<file path="config.mk">
export PLATFORM = sky130hd
export DESIGN_NAME = wb_xbar_decoder
export DESIGN_NICKNAME = d
export VERILOG_FILES = /design/src/rtl/wb_xbar_pkg.sv /design/src/rtl/wb_xbar_decoder_timeout.sv /design/src/rtl/wb_xbar_decoder.sv
export SDC_FILE = /design/constraint.sdc
export NUM_CORES = 1
export LEC_CHECK = 0
export BUFFER_PORTS_ARGS = -buffer_cell sky130_fd_sc_hd__buf_4
export CAP_MARGIN = 40
export CORE_MARGIN = 10
export CORE_UTILIZATION = 42
export DETAILED_ROUTE_END_ITERATION = 16
export PLACE_DENSITY = 0.82
export SYNTH_ARGS = -nofsm -noshare
export SYNTH_HDL_FRONTEND = slang
export SYNTH_SLANG_ARGS = --single-unit
</file>
<file path="constraint.sdc">
create_clock -name clk -period 2.15 [get_ports clk]
set_clock_uncertainty 0.05 [all_clocks]
set_input_delay 0.5375 -clock clk [delete_from_list [all_inputs] [get_ports clk]]
set_output_delay 0.5375 -clock clk [all_outputs]
set_load 0.01 [all_outputs]
</file>
<file path="src/rtl/wb_xbar_pkg.sv">
// Shared types and the address-match helper for the Wishbone 1:N decoder.
package wb_xbar_pkg;

    localparam int MAX_SLAVES = 16;
    // Widest address the match helper handles; narrower maps are zero-extended.
    localparam int MAX_ADDR_W = 64;

    typedef enum logic [1:0] {
        IDLE   = 2'd0,
        ACTIVE = 2'd1,
        DECERR = 2'd2,
        TOERR  = 2'd3
    } state_t;

    typedef struct packed {
        logic       hit;
        logic [3:0] idx;
    } match_t;

    typedef logic [MAX_ADDR_W-1:0] addr_arr_t [MAX_SLAVES];

    // Returns the lowest-index slave whose (adr & mask) == base. Unused table
    // entries are padded with mask=0/base=all-ones so they can never match.
    function automatic match_t match_idx(input logic [MAX_ADDR_W-1:0] adr,
                                         input addr_arr_t base,
                                         input addr_arr_t mask);
        match_t m;
        m.hit = 1'b0;
        m.idx = '0;
        for (int i = MAX_SLAVES - 1; i >= 0; i--) begin
            if ((adr & mask[i]) == base[i]) begin
                m.hit = 1'b1;
                m.idx = 4'(i);
            end
        end
        return m;
    endfunction

endpackage

</file>
<file path="src/rtl/wb_xbar_decoder_timeout.sv">
// Per-transfer watchdog: counts enabled cycles, flags the last allowed cycle.
module wb_timeout_cnt #(
    parameter int TIMEOUT_CYC = 1024
) (
    input  logic clk,
    input  logic rst,
    input  logic clr,
    input  logic en,
    output logic expire
);
    // Counter only has to reach TIMEOUT_CYC-1 before the FSM leaves ACTIVE.
    localparam int CNT_W = (TIMEOUT_CYC > 1) ? $clog2(TIMEOUT_CYC) : 1;

    logic [CNT_W-1:0] cnt_reg;

    // Restart from zero whenever the watched state is not active.
    always_ff @(posedge clk) begin
        if (rst || clr) begin
            cnt_reg <= '0;
        end else if (en) begin
            cnt_reg <= cnt_reg + CNT_W'(1);
        end
    end

    // A zero timeout disables the watchdog entirely.
    assign expire = (TIMEOUT_CYC != 0) && en && (cnt_reg == CNT_W'(TIMEOUT_CYC - 1));

endmodule

</file>
<file path="src/rtl/wb_xbar_decoder.sv">
// Wishbone 1-master to N-slave router with registered slave selection,
// decode-error response and per-transfer timeout with error status capture.
module wb_xbar_decoder
    import wb_xbar_pkg::*;
#(
    parameter int N_SLAVES     = 3,
    parameter int ADDR_W       = 32,
    parameter int DATA_W       = 32,
    parameter logic [ADDR_W-1:0] SLV_BASE [N_SLAVES] = '{32'h00000000, 32'h00100000, 32'h10000000},
    parameter logic [ADDR_W-1:0] SLV_MASK [N_SLAVES] = '{32'hFFF00000, 32'hFFFFFFFF, 32'hFFFFFFF8},
    parameter int TIMEOUT_CYC  = 1024,
    parameter bit UNMAPPED_ACK = 1'b0
) (
    input  logic                       clk,
    input  logic                       rst,
    input  logic [ADDR_W-1:0]          cpu_ADR,
    input  logic [DATA_W-1:0]          cpu_DAT_O,
    input  logic                       cpu_WE,
    input  logic                       cpu_CYC,
    input  logic                       cpu_STB,
    output logic [DATA_W-1:0]          cpu_DAT_I,
    output logic                       cpu_ACK,
    output logic                       cpu_ERR,
    output logic [ADDR_W-1:0]          s_ADR,
    output logic [DATA_W-1:0]          s_DAT_O,
    output logic                       s_WE,
    output logic [N_SLAVES-1:0]        s_CYC,
    output logic [N_SLAVES-1:0]        s_STB,
    input  logic [N_SLAVES*DATA_W-1:0] s_DAT_I,
    input  logic [N_SLAVES-1:0]        s_ACK,
    output logic                       err_valid,
    output logic                       err_timeout,
    output logic [ADDR_W-1:0]          err_addr,
    input  logic                       err_clr
);

    state_t              state_reg, state_next;
    logic [3:0]          sel_reg;
    logic [ADDR_W-1:0]   adr_reg;
    logic                err_valid_reg, err_timeout_reg;
    logic [ADDR_W-1:0]   err_addr_reg;

    addr_arr_t           base_pad, mask_pad;
    match_t              match;
    logic [N_SLAVES-1:0] sel_oh;
    logic                sel_ack;
    logic [DATA_W-1:0]   dat_masked [N_SLAVES];
    logic [DATA_W-1:0]   rd_mux;
    logic                expire;
    logic                err_set, err_is_to;

    // Broadcast paths go straight through to every slave.
    assign s_ADR   = cpu_ADR;
    assign s_DAT_O = cpu_DAT_O;
    assign s_WE    = cpu_WE;

    // Widen the address map to the helper's fixed table size.
    for (genvar gi = 0; gi < MAX_SLAVES; gi++) begin : g_pad
        if (gi < N_SLAVES) begin : g_used
            assign base_pad[gi] = MAX_ADDR_W'(SLV_BASE[gi]);
            assign mask_pad[gi] = MAX_ADDR_W'(SLV_MASK[gi]);
        end else begin : g_unused
            assign base_pad[gi] = '1;
            assign mask_pad[gi] = '0;
        end
    end

    assign match = match_idx(MAX_ADDR_W'(cpu_ADR), base_pad, mask_pad);

    // One-hot view of the latched selection drives the strobe and return muxes.
    for (genvar gi = 0; gi < N_SLAVES; gi++) begin : g_sel
        assign sel_oh[gi]     = (sel_reg == 4'(gi));
        assign dat_masked[gi] = sel_oh[gi] ? s_DAT_I[gi*DATA_W +: DATA_W] : '0;
    end

    assign sel_ack = |(s_ACK & sel_oh);

    // OR-reduce the masked slave read buses into the selected word.
    always_comb begin
        rd_mux = '0;
        for (int i = 0; i < N_SLAVES; i++) begin
            rd_mux = rd_mux | dat_masked[i];
        end
    end

    wb_timeout_cnt #(
        .TIMEOUT_CYC(TIMEOUT_CYC)
    ) u_timeout (
        .clk    (clk),
        .rst    (rst),
        .clr    (state_reg != ACTIVE),
        .en     (state_reg == ACTIVE),
        .expire (expire)
    );

    // State register.
    always_ff @(posedge clk) begin
        if (rst) begin
            state_reg <= IDLE;
        end else begin
            state_reg <= state_next;
        end
    end

    // Next-state logic: abort on CYC drop, ACK beats a same-cycle timeout.
    always_comb begin
        state_next = state_reg;
        case (state_reg)
            IDLE: begin
                if (cpu_CYC && cpu_STB) begin
                    state_next = match.hit ? ACTIVE : DECERR;
                end
            end
            ACTIVE: begin
                if (!cpu_CYC || sel_ack) begin
                    state_next = IDLE;
                end else if (expire) begin
                    state_next = TOERR;
                end
            end
            default: state_next = IDLE;
        endcase
    end

    // Output logic: route only in ACTIVE, single-cycle responses otherwise.
    always_comb begin
        s_CYC     = '0;
        s_STB     = '0;
        cpu_ACK   = 1'b0;
        cpu_ERR   = 1'b0;
        cpu_DAT_I = '0;
        err_set   = 1'b0;
        err_is_to = 1'b0;
        case (state_reg)
            ACTIVE: begin
                s_CYC     = sel_oh & {N_SLAVES{cpu_CYC}};
                s_STB     = sel_oh & {N_SLAVES{cpu_CYC & cpu_STB}};
                cpu_ACK   = sel_ack;
                cpu_DAT_I = rd_mux;
            end
            DECERR: begin
                if (UNMAPPED_ACK) begin
                    cpu_ACK = 1'b1;
                end else begin
                    cpu_ERR = 1'b1;
                    err_set = 1'b1;
                end
            end
            TOERR: begin
                cpu_ERR   = 1'b1;
                err_set   = 1'b1;
                err_is_to = 1'b1;
            end
            default: ;
        endcase
    end

    // Latch selection and the faulting-address candidate at the start of a transfer.
    always_ff @(posedge clk) begin
        if (rst) begin
            sel_reg <= '0;
            adr_reg <= '0;
        end else if (state_reg == IDLE && cpu_CYC && cpu_STB) begin
            sel_reg <= match.idx;
            adr_reg <= cpu_ADR;
        end
    end

    // Sticky error status; a clear wins over a simultaneous new error.
    always_ff @(posedge clk) begin
        if (rst) begin
            err_valid_reg   <= 1'b0;
            err_timeout_reg <= 1'b0;
            err_addr_reg    <= '0;
        end else begin
            if (err_set) begin
                err_timeout_reg <= err_is_to;
                err_addr_reg    <= adr_reg;
            end
            if (err_clr) begin
                err_valid_reg <= 1'b0;
            end else if (err_set) begin
                err_valid_reg <= 1'b1;
            end
        end
    end

    assign err_valid   = err_valid_reg;
    assign err_timeout = err_timeout_reg;
    assign err_addr    = err_addr_reg;

endmodule

</file>
# After elaboration in Yosys (flattened, before gate mapping)
# Cells that the tools add are included.
# totals
ff_bits	82
elab_cells	56
inputBits	169
output_inout_bits	139
# op_classes
bitwise_logic	6
n_addsub	1
n_eq_ne	11
reduce_logical	14
muxes	17
# ops
cell	count
two-way mux 32 bit	4
logical NOT 64 bit	1
bitwise OR 32 bit	2
equality test 32 x 21 -> 1 bit, second input constant	1
equality test 29 x 26 -> 1 bit, second input constant	1
two-way mux 5 bit	3
adder 10 x 1 -> 10 bit, second input constant	1
equality test 10 bit, second input constant	1
AND 3 bit	3
two-way mux 2 bit	4
two-way mux 3 bit	2
equality test 2 bit, second input constant	2
equality test 4 x 1 -> 1 bit, second input constant	1
equality test 4 x 2 -> 1 bit, second input constant	1
logical AND 1 bit	4
logical NOT 4 bit	1
one-hot mux 2 bit (2 select lines)	1
OR reduction 2 bit	2
two-way mux 1 bit	3
!= test 3 bit, second input constant	1
OR reduction 3 bit	1
equality test 2 x 1 -> 1 bit, second input constant	1
logical NOT 2 bit	1
logical OR 1 bit	2
other kinds (5)	5

# Longest topological paths before layout
# Gate-level depths: netlist (run 1).
# logic_depth
word_depth	7
mapped_depth	6
depth_no_buf	5

# Hierarchy
# From an unflattened synthesis (run 1), not the netlist that was laid out.
# unflattened
hier_cells	566
area_unflattened_um2	4450.5
# by_module_without_submodules
module	cells_per_inst	area_per_inst_um2	seq_area_each_um2	n_inst
wb_xbar_decoder	513	3972.6	1401.3	1
wb_timeout_cnt	53	478.0	200.2	1

# Least setup slack after synthesis (run 1)
# Ideal clock, no wire load.
# synth_path
path_type	reg2out
from	reg sel_reg[0]
to	out cpu_DAT_I[10]
path_slack_ns	0.253
path_stages_with_launch	7
n_path_buf	2
arrival_time_ns	1.309
t_required_ns	1.562
cell_sequence	dfxtp_1 -> buf_2 -> buf_2 -> mux2i_1 -> nor2_1 -> a21oi_1 -> nor2_1
# synth_via
elab_chain_cells	5
word_cells_on_any_way	9
classes_between	eq/ne: 2; mux: 4; bitwise: 2; reduce/logical: 1
# synth_lines
element	line	rtl
from (decl)	wb_xbar_decoder.sv:38	logic [3:0] sel_reg;
from (signal assigned)	wb_xbar_decoder.sv:164	sel_reg <= match.idx;
equality test 4 x 1 -> 1 bit or logical NOT 4 bit (tied branches)	wb_xbar_decoder.sv:72	assign sel_oh[gi] = (sel_reg == 4'(gi));
two-way mux 32 bit	wb_xbar_decoder.sv:73	assign dat_masked[gi] = sel_oh[gi] ? s_DAT_I[gi*DATA_W +: DATA_W] : '0;
bitwise OR 32 bit	wb_xbar_decoder.sv:82	rd_mux = rd_mux | dat_masked[i];
bitwise OR 32 bit *	wb_xbar_decoder.sv:82	
two-way mux 32 bit *	wb_xbar_decoder.sv:134	case (state_reg)
to (decl)	wb_xbar_decoder.sv:21	output logic [DATA_W-1:0] cpu_DAT_I,
# Every way passes the cells marked *; elsewhere a longest branch is shown, timed or not.

# Final worst setup path (run 1)
# layout_path
from	reg sel_reg[0]
to	out cpu_DAT_I[19]
# Same word-level chain as after synthesis.

==> reports/qor.csv, run 1 <==
stage,metric,value,unit
floorplan,floorplan.initialDensity,42.56,%
timing,final.setup.worst_slack,-0.01034,ns
timing,finalCritPeriodShare,100.5,%
timing,tightest_slew,0.5188,ns
logic_synthesis,netlist.area_leader.share,36.78,%
placed_design,dp_hpwl,13.70,mm
setup_path,cp_top_family,flip-flops,
logic_synthesis,yosys_register_bits,80,
cells_and_area,final.fill_count,924,
setup_path,end_kind,primary output,
detailed_routing,wire_per_inst,19.59,um
detailed_routing,drc,0,
setup_path,r2r_slack,0.35,ns
pwr,vdd.ir_drop.worst,0.6057,mV
pwr,power.share.sequential,49.0,%
floorplan,floorplan_die_area,14840,um2
timing,timing.final.crit_period,2.160,ns
cells_and_area,finalNetCount,894,
logic_synthesis,postSynthAreaPerCell,7.817,um2
cells_and_area,antenna_cells_inserted,0,
logic_synthesis,number_of_enable_type_register_cells_in_the_synthesized_netlist,0,
run_status,failed_checks,negative setup slack,
grt,grt_antenna_before_repair,0,
timing,fin_tns_setup,-0.01034,ns
setup_path,library_cell_contributing_the_largest_single_delay_on_the_critical_path,dfxtp_4,
cts,tritoncts,done,
logic_synthesis,mappedNetlistArea,4354,um2
setup_path,timing.reg2reg.worst_path_depth,5,
placed_design,globalplace.congestion,0.9862,
setup_path,critical_path.reg2reg.startpoint,u_timeout.cnt_reg[0],
logic_synthesis,synth.yosys.warnings,0,
logic_synthesis,post-synth-top-count-cell,nor2_1,
logic_synthesis,synth_fp_nets,727,
grt,grt_use_total,21.39,%
setup_path,crit_top_cell,nor2_1,
timing,worst_slew_margin_rel,65.09,%
cts,ctsLongestPathBuffers,2,
cts,cts_htree_levels,3,
cells_and_area,multi_input_area,2151,um2
grt,gr-total-overflow,0,
setup_path,arrival,1.57,ns
job,drv.max_cap_violation_count,0,
setup_path,timing.critical_path.from_type,flop,
cts,clk_transition_reported_paths,0.08,ns
pwr,cellPowerDensity,508.8,nW/um2
floorplan,design.portCount,308,
floorplan,core_region_area,10230,um2
cts,worst_skew_pair.late_latency,0.35,ns
setup_path,r2r_end,state_reg[1],
grt,grt_first_pass_wirelength,25.30,mm
timing,fmax,462.9,MHz
detailed_routing,vias,4398,
hold_path,hp-class,in2reg,
setup_path,critical_path.max_stage_delay,0.43,ns
cts,cts_sinks,80,
cells_and_area,seq_area,1612,um2
floorplan,die_height,121.8,um
setup_path,path_cells,buf_12 > mux2i_2 > nor2_1 > a21oi_1 > nor2_1 > buf_4,
cts,cts_root_buf,clkbuf_8,
detailed_routing,detail-route-antenna-nets,0,
pwr,clock_power_share,35.1,%
cells_and_area,post_route_cells_drive_above_1_share,39.97,%
floorplan,chipWidth,121.8,um
timing,timing_max_transition_violations_final,0,
setup_path,crit_required,1.56,ns
logic_synthesis,synth_async_sr_flop_share,0,%
logic_synthesis,synth_cell_types,35,
setup_path,worst-path-max-fanout,13,
cts,cts_buffers,9,
timing,setup_violations,1,
detailed_routing,vias_per_cell,5.090,
detailed_routing,drt_pass1_iterations,5,
setup_path,crit_path_capture,cpu_DAT_I[19],
cells_and_area,final_util,60.05,%
cells_and_area,syn2layout_area_growth,41.09,%
logic_synthesis,netlist_instances,557,
logic_synthesis,synth_largest_area_cell,dfxtp_1,
timing,setup_repair_after_global_routing_missed_its_margin,yes,
grt,first_global_vias,4591,
floorplan,rows,37,
setup_path,worst-setup-path-type,reg2out,
logic_synthesis,leading_register_cell_type_out_of_synthesis,dfxtp_1,
logic_synthesis,synth.cells.most_frequent,"nor2_1 (114), dfxtp_1 (80), nand2_1 (69)",
pwr,p_comb_share,16.0,%
detailed_routing,dr.first_iter.drc_count,251,
logic_synthesis,synth_area_leaders,"dfxtp_1 (37%), mux2i_1 (15%), buf_4 (12%)",
setup_path,worst_setup_path_startpoint,sel_reg[0],
timing,final_hold_viol_count,0,
logic_synthesis,seq_area_frac_synth,36.78,%
hold_path,hold_path.startpoint,err_clr,
pwr,leakage,2.635,nW
setup_path,buffers_plus_inverters_on_the_worst_setup_path,2,
setup_path,timing.critical_path.depth,6,
pwr,netSwitchingFraction,24.57,%
placed_design,port_buffers,241,
detailed_routing,routed_wirelength,16.92,mm
grt,grt_start_max_net_pins,55,
pwr,switching_power,0.7680,mW
pwr,cellInternalPower,2.358,mW
run_status,status,"complete, but fails checks",
## power groups by stage
stage	Sequential (mW)	Clock [mW]	Combinational, mW
floorplan	1.57	0	0.277
global placement	1.57	0	0.482
detailed placement	1.57	0	0.493
CTS	1.53	1.11	0.496
global route	1.53	1.18	0.544
finish	1.53	1.10	0.500
## per-stage QoR
| step | hold slack [ns] | setup WS [ns] | area (um2) | power [mW] | std cells |
|---|---|---|---|---|---|
| after floorplan | 0.3758 | 0.2530 | 4354 | 1.843 | 557 |
| after global placement | 0.3886 | 0.2488 | 5867 | 2.048 | 848 |
| after detailed placement | 0.3976 | 0.1980 | 5867 | 2.061 | 848 |
| after CTS | 0.2768 | -0.01932 | 6100 | 3.142 | 864 |
| after global routing | 0.2873 | -0.09640 | 6143 | 3.254 | 864 |
| final | 0.2952 | -0.01034 | 6143 | 3.126 | 864 |
## timing repair
action / CTS / global route
resized for setup: 9 / 11
endpoints found under the setup margin: 33 / 33
hold buffers: 0 / 0
buffers inserted: 1 / 0
pin swaps: 0 / 1
## cell type report
type                    instances  share of cell area (%)
flip-flops and latches         80                   26.23
multi-input cells             373                   35.01
clock buffers                  11                   2.301
inverters                       3                  0.1833
well taps                     136                   2.770
repair buffers                257                   32.61
clock inverters                 4                  0.8961
## cells by family (layout without fill, tap and decap cells)
kind of cell | Yosys count | after routing | share of synthesized area [%]
and+or+nand+nor | 224 | 224 | 21.90
buffers and inverters | 104 | 275 | 14.97
DFF | 80 | 80 | 36.78
AOI/OAI and AO/OA | 75 | 75 | 9.483
muxes | 66 | 66 | 15.17
xor gates and xnor gates | 7 | 7 | 1.408
adders and majority gates | 1 | 1 | 0.2873
## worst min-delay path by stage
stage / to / slack [ns] / depth (start not counted)
global route: err_valid / 0.29 / 2
global placement: u_timeout.cnt_reg[0] / 0.39 / 1
CTS: err_valid / 0.28 / 2
finish: err_valid / 0.30 / 2
floorplan: u_timeout.cnt_reg[0] / 0.38 / 1
detailed placement: adr_reg[31] / 0.40 / 2
## layer usage
layer | GRT usage [%] | share of wire (%) | routed length (um) | vias to the layer above
li1 | - | - | - | 2114
met1 | 22.13 | 36 | 6012 | 2045
met2 | 38.16 | 51 | 8675 | 215
met3 | 9.112 | 11 | 1859 | 24
met4 | 6.855 | 2.2 | 374 | 0
met5 | 0 | 0 | 0 | -
## cell usage in the layout, fill, tap and decap left out, types with 2 or more instances in the layout
cell        n
mux2i_1    63
a21oi_1    62
dfxtp_1    76
nor3_1      6
xnor2_1     5
inv_1       3
nand3_1     5
dfxtp_4     2
clkbuf_8   10
a21o_1      2
nor4_1      9
a21oi_2     5
and4_1      2
nand2b_1    5
nor2b_1     2
clkinv_4    2
nand4_1     3
nand2_1    69
dfxtp_2     2
buf_4     250
buf_12      5
nor2_1    113
xor2_1      2
mux2i_2     2
Note: power is estimated with default switching activity, not from simulation.
==> run 2, diff against run 1 <==
--- a/config.mk
+++ b/config.mk
@@ -8,9 +8,11 @@
 export BUFFER_PORTS_ARGS = -buffer_cell sky130_fd_sc_hd__buf_4
 export CAP_MARGIN = 40
 export CORE_MARGIN = 10
-export CORE_UTILIZATION = 42
+export CORE_UTILIZATION = 43
+export CTS_BUF_LIST = sky130_fd_sc_hd__clkbuf_4
+export CTS_CLUSTER_SIZE = 40
 export DETAILED_ROUTE_END_ITERATION = 16
-export PLACE_DENSITY = 0.82
+export PLACE_DENSITY = 0.84
 export SYNTH_ARGS = -nofsm -noshare
 export SYNTH_HDL_FRONTEND = slang
 export SYNTH_SLANG_ARGS = --single-unit
==> reports/qor.csv, run 2 (synthesis gave the netlist of run 1 again) <==
stage,metric,value,unit
grt,grt_antenna_before_repair,0,
setup_path,cp_top_family,buffers and inverters,
floorplan,design.portCount,308,
job,drv.max_cap_violation_count,0,
hold_path,hp-class,in2reg,
pwr,vdd.ir_drop.worst,0.3274,mV
cells_and_area,finalNetCount,902,
setup_path,timing.reg2reg.worst_path_depth,7,
cts,cts_sinks,80,
placed_design,globalplace.congestion,0.9632,
floorplan,rows,36,
timing,worst_slew_margin_rel,65.18,%
grt,grt_start_max_net_pins,36,
placed_design,port_buffers,241,
placed_design,post_dp_cell_area,5856,um2
timing,setup_repair_after_global_routing_missed_its_margin,yes,
setup_path,buffers_plus_inverters_on_the_worst_setup_path,3,
timing,timing.final.crit_period,2.325,ns
grt,globalRoute.busiestLayer,met2,
cts,cts_root_buf,clkbuf_4,
timing,tightest_slew,0.5218,ns
grt,grtUsageMet2,39.26,%
setup_path,timing.critical_path.from_type,flop,
setup_path,arrival,1.74,ns
setup_path,end_kind,primary output,
setup_path,worst_setup_path_startpoint,sel_reg[0],
cts,tritoncts,done,
cells_and_area,instances_no_fill,869,
setup_path,r2r_end,state_reg[1],
detailed_routing,drc,0,
placed_design,dp_hpwl,13.57,mm
floorplan,floorplan_die_area,14550,um2
cells_and_area,final_cell_mix,"buf_4 (256), nor2_1 (111), dfxtp_1 (76)",
run_status,failed_checks,negative setup slack,
pwr,totalPowerFinal,2.800,mW
cells_and_area,antenna_cells_inserted,0,
timing,finalCritPeriodShare,108.1,%
detailed_routing,dr.first_iter.drc_count,225,
floorplan,chipWidth,120.6,um
cells_and_area,final.fill_count,863,
grt,met1_usage,23.87,%
timing,final_hold_viol_count,0,
floorplan,core_region_area,9819,um2
timing,final.setup.worst_slack,-0.1748,ns
grt,grt_first_pass_wirelength,25.92,mm
setup_path,critical_path.max_stage_delay,0.40,ns
detailed_routing,wire_per_inst,19.59,um
cts,cts_buffers,9,
timing,timing_max_transition_violations_final,0,
detailed_routing,vias,4448,
pwr,leakage,2.666,nW
timing,setup_violations,34,
placed_design,dpl_worst_slack,0.1829,ns
run_status,status,"complete, but fails checks",
cells_and_area,final_util,63.37,%
cts,clk_transition_reported_paths,0.14,ns
setup_path,timing.critical_path.depth,6,
cts,ctsLongestPathBuffers,2,
setup_path,worst-setup-path-type,reg2out,
setup_path,worst-path-max-fanout,10,
detailed_routing,drt_pass1_iterations,4,
setup_path,path_cells,buf_12 > nor2b_4 > buf_6 > a21oi_1 > nor2_1 > buf_4,
timing,fmax,430.1,MHz
placed_design,placed_cells_incl_taps,844,
cts,cts_htree_levels,3,
setup_path,critical_path.reg2reg.startpoint,sel_reg[0],
detailed_routing,routed_wirelength,17.02,mm
cells_and_area,post_route_cells_drive_above_1_share,43.34,%
detailed_routing,detail-route-antenna-nets,0,
detailed_routing,vias_per_cell,5.119,
cts,worst_skew_pair.late_latency,0.43,ns
grt,grt_use_total,22.31,%
setup_path,library_cell_contributing_the_largest_single_delay_on_the_critical_path,dfxtp_4,
setup_path,crit_path_capture,cpu_DAT_I[15],
cells_and_area,final_common_cell,buf_4,
setup_path,crit_required,1.56,ns
grt,global_route.usage.met3,8.795,%
pwr,cellPowerDensity,450.0,nW/um2
setup_path,r2r_slack,0.33,ns
floorplan,floorplan.initialDensity,44.34,%
cts,ctsHoldBuffers,0,
grt,first_global_vias,4689,
floorplan,die_height,120.6,um
cells_and_area,finish.instance_area,6222,um2
grt,gr-total-overflow,0,
cells_and_area,syn2layout_area_growth,42.90,%
-- run 2: changes by cell type in the layout (fill, tap and decap cells not counted), moves of 3 or more --
cell / previous run / this run
a21oi_1: 62 / 52
a21oi_2: 5 / 15
clkbuf_8: 10 / 0
clkbuf_4: 0 / 9
buf_4: 250 / 256
nor3_1: 6 / 3
-- run 2: where the power goes --
group	switching, mW	internal, mW	total, mW
logic	0.226	0.278	0.504
clock network	0.528	0.235	0.762
registers	0.0201	1.51	1.53
-- run 2: metrics by stage --
step,setup TNS (ns),hold slack [ns]
floorplan,0,0.3758
detailed placement,0,0.3991
global placement,0,0.3872
finish,-3.726,0.1896
CTS,-5.380,0.1662
global route,-7.091,0.1555
-- run 2: final cells by class --
| type | instances | area [um2] | area share [%] |
|---|---|---|---|
| clock buffers | 9 | 67.56 | 1.086 |
| clock inverters | 6 | 45.04 | 0.7239 |
| inverters | 3 | 11.26 | 0.1810 |
| multi-input cells | 373 | 2247 | 36.12 |
| flip-flops and latches | 80 | 1614 | 25.94 |
| well taps | 133 | 166.4 | 2.674 |
| repair buffers | 265 | 2071 | 33.28 |
-- run 2: worst min path at each step --
stage | start | end | slack (ns) | cells after the start
4_1_cts | err_clr | err_valid | 0.17 | 2
3_5_place_dp | adr_reg[27] | adr_reg[27] | 0.40 | 2
6_report | err_clr | err_valid | 0.19 | 2
3_3_place_gp | u_timeout.cnt_reg[0] | u_timeout.cnt_reg[0] | 0.39 | 1
5_1_grt | err_clr | err_valid | 0.16 | 2
2_1_floorplan | u_timeout.cnt_reg[0] | u_timeout.cnt_reg[0] | 0.38 | 1
-- run 2: routing by layer --
metal / routed length, um / up-vias
met5: 0 / -
met4: 337 / 0
met3: 1741 / 21
met2: 8621 / 229
met1: 6321 / 2069
li1: - / 2129
-- run 2: repair_timing --
action | 4_1_cts | 5_1_grt
endpoints found under the setup margin | 39 | 39
gates resized for setup | 35 | 14
pin swaps | 6 | 6
setup buffers | 9 | 1
cloned | 2 | 0
-- run 2: worst reg2reg max path, cell delays in order (launching register included) --
cell	delay [ns]
dfxtp_4	0.42
buf_12	0.15
buf_4	0.15
nand3b_1	0.14
buf_4	0.12
o2111ai_1	0.27
a2111oi_4	0.34
a21o_1	0.11
==> run 3, diff against run 2 <==
--- a/config.mk
+++ b/config.mk
@@ -12,7 +12,8 @@
 export CTS_BUF_LIST = sky130_fd_sc_hd__clkbuf_4
 export CTS_CLUSTER_SIZE = 40
 export DETAILED_ROUTE_END_ITERATION = 16
-export PLACE_DENSITY = 0.84
+export PLACE_DENSITY = 0.83
 export SYNTH_ARGS = -nofsm -noshare
 export SYNTH_HDL_FRONTEND = slang
+export SYNTH_HIERARCHICAL = 1
 export SYNTH_SLANG_ARGS = --single-unit
==> reports/qor.csv, run 3 <==
stage,metric,value,unit
cts,cts_sinks,80,
timing,finalCritPeriodShare,110.6,%
logic_synthesis,xor_xnor_cell_area_share_of_the_yosys_netlist,0.7872,%
setup_path,crit_required,1.56,ns
cells_and_area,final_util,63.13,%
detailed_routing,vias_per_cell,5.342,
grt,gr-total-overflow,0,
logic_synthesis,synth.yosys.warnings,6,
grt,grt_use_total,21.14,%
cells_and_area,seq_area,1608,um2
logic_synthesis,synth_cell_types,39,
cells_and_area,final_cell_mix,"buf_4 (252), nor2_1 (111), dfxtp_1 (77)",
grt,grt_first_pass_wirelength,24.91,mm
cts,cts_htree_levels,3,
grt,grt_start_max_net_pins,55,
logic_synthesis,synth.cells.most_frequent,"nor2_1 (114), dfxtp_1 (80), buf_4 (72)",
run_status,failed_checks,negative setup slack,
cts,worst_skew_pair.late_latency,0.43,ns
detailed_routing,drt_pass1_iterations,5,
detailed_routing,vias,4717,
floorplan,chipWidth,121.7,um
cts,cts_buffers,9,
pwr,leakage,2.784,nW
setup_path,timing.critical_path.depth,7,
cells_and_area,finalNetCount,911,
detailed_routing,routed_wirelength,17.65,mm
detailed_routing,dr.first_iter.drc_count,245,
cells_and_area,syn2layout_area_growth,44.48,%
floorplan,die_height,121.7,um
timing,timing_max_transition_violations_final,0,
logic_synthesis,synth-adder-area-share,0.2811,%
pwr,totalPowerFinal,3.018,mW
logic_synthesis,muxShareOfSynthArea,15.07,%
cts,ctsLongestPathBuffers,2,
timing,worst_slew_margin_rel,60.61,%
placed_design,post_dp_cell_area,5888,um2
hold_path,hp-class,in2reg,
detailed_routing,wire_per_inst,19.99,um
timing,setup_repair_after_global_routing_missed_its_margin,yes,
detailed_routing,drc,0,
logic_synthesis,largest_family_of_logic_cells_by_synthesized_area,simple AND/OR/NAND/NOR gates,
job,drv.max_cap_violation_count,0,
placed_design,port_buffers,241,
logic_synthesis,leading_register_cell_type_out_of_synthesis,dfxtp_1,
logic_synthesis,mappedNetlistArea,4451,um2
setup_path,worst-path-max-fanout,8,
setup_path,arrival,1.79,ns
timing,tightest_slew,0.5855,ns
logic_synthesis,synth-compound-area-share,10.12,%
timing,timing.final.crit_period,2.379,ns
timing,final_hold_viol_count,0,
setup_path,critical_path.max_stage_delay,0.41,ns
cells_and_area,finish.instance_area,6430,um2
logic_synthesis,synth_async_sr_flop_share,0,%
pwr,cellInternalPower,2.186,mW
placed_design,dp_hpwl,12.91,mm
grt,first_global_vias,4634,
logic_synthesis,synth-simple-area-share,21.48,%
cts,ctsHoldBuffers,0,
pwr,clock_power_share,30.7,%
logic_synthesis,netlist.area_leader.share,35.99,%
cells_and_area,post_route_cells_drive_above_1_share,43.30,%
grt,grt_antenna_before_repair,1,
setup_path,worst-setup-path-type,reg2out,
pwr,vdd.ir_drop.worst,0.4685,mV
pwr,netSwitchingFraction,27.58,%
logic_synthesis,synth_largest_area_cell,dfxtp_1,
logic_synthesis,synth_fp_nets,736,
logic_synthesis,netlist_instances,566,
logic_synthesis,number_of_enable_type_register_cells_in_the_synthesized_netlist,0,
timing,setup_violations,33,
cells_and_area,final_common_cell,buf_4,
pwr,power.share.sequential,51.0,%
floorplan,design.portCount,308,
cts,cts_root_buf,clkbuf_4,
timing,fmax,420.4,MHz
floorplan,floorplan_die_area,14820,um2
setup_path,library_cell_contributing_the_largest_single_delay_on_the_critical_path,dfxtp_4,
hold_path,hold_depth,2,
cts,tritoncts,done,
pwr,p_comb_share,18.3,%
pwr,cellPowerDensity,469.4,nW/um2
logic_synthesis,synth_area_leaders,"dfxtp_1 (36%), mux2i_1 (15%), buf_4 (12%)",
logic_synthesis,seq_area_frac_synth,35.99,%
placed_design,globalplace.congestion,0.9049,
floorplan,floorplan.initialDensity,43.70,%
timing,final.setup.worst_slack,-0.2289,ns
pwr,switching_power,0.8325,mW
cells_and_area,final.fill_count,842,
logic_synthesis,post-synth-top-count-cell,nor2_1,
logic_synthesis,yosys_register_bits,80,
cts,clk_transition_reported_paths,0.13,ns
setup_path,timing.critical_path.from_type,flop,
cells_and_area,multi_input_area,2280,um2
floorplan,core_region_area,10180,um2
setup_path,path_cells,buf_12 > nor2b_4 > buf_6 > clkbuf_16 > a21oi_2 > nor2_1 > buf_4,
logic_synthesis,postSynthAreaPerCell,7.863,um2
detailed_routing,detail-route-antenna-nets,0,
setup_path,buffers_plus_inverters_on_the_worst_setup_path,4,
placed_design,dpl_worst_slack,0.1434,ns
run_status,status,"complete, but fails checks",
timing,fin_tns_setup,-5.224,ns
setup_path,end_kind,primary output,
floorplan,rows,37,
setup_path,timing.reg2reg.worst_path_depth,6,
setup_path,cp_top_family,buffers and inverters,
[run 3: final cells by class]
| type | instances | area share (%) |
|---|---|---|
| flip-flops and latches | 80 | 25.00 |
| clock inverters | 7 | 1.226 |
| repair buffers | 269 | 34.35 |
| clock buffers | 9 | 1.051 |
| inverters | 4 | 0.2335 |
| well taps | 136 | 2.646 |
| multi-input cells | 377 | 35.45 |
| diodes | 1 | 0.03892 |
[run 3: per-layer routing]
metal / part of all wire (%) / GRT usage (%)
met1: 36 / 22.55
met2: 50 / 36.20
met3: 11 / 7.909
met4: 3.1 / 10.28
met5: 0 / 0
[run 3: cell families after synthesis]
| family | count (synthesis) |
|---|---|
| compound gates | 81 |
| flops | 80 |
| mux | 67 |
| fa+ha+maj | 1 |
| buf+inv | 109 |
| xor+xnor | 4 |
| simple gates | 224 |
[run 3: what timing repair did]
item | 4_1_cts | 5_1_grt
resized for setup | 26 | 22
endpoints found under the hold margin | 0 | 0
setup buffers | 7 | 1
pin swaps | 2 | 19
cloned | 4 | 3
endpoints found under the setup margin | 38 | 36
[run 3: power groups by stage]
stage          sequential (mW)  combinational (mW)  clock (mW)
2_1_floorplan             1.57               0.305           0
6_report                  1.54               0.552       0.925
4_1_cts                   1.54               0.542       0.957
3_5_place_dp              1.58               0.531           0
5_1_grt                   1.55               0.594        1.01
3_3_place_gp              1.57               0.520           0
[run 3: per-stage QoR]
stage               hold slack, ns  instances
finish                      0.1940        883
global route                0.1577        883
CTS                         0.1652        880
detailed placement          0.3987        853
global placement            0.3914        853
floorplan                   0.3860        566
[run 3: final timing paths]
kind / startpoint / endpoint / slack, ns
worst min register to register: adr_reg[9] / adr_reg[9] / 0.41
worst max-delay path: sel_reg[0] / cpu_DAT_I[1] / -0.23
worst max register to register: state_reg[1] / u_timeout/cnt_reg[9] / 0.38
worst min-delay path: err_clr / err_valid / 0.19
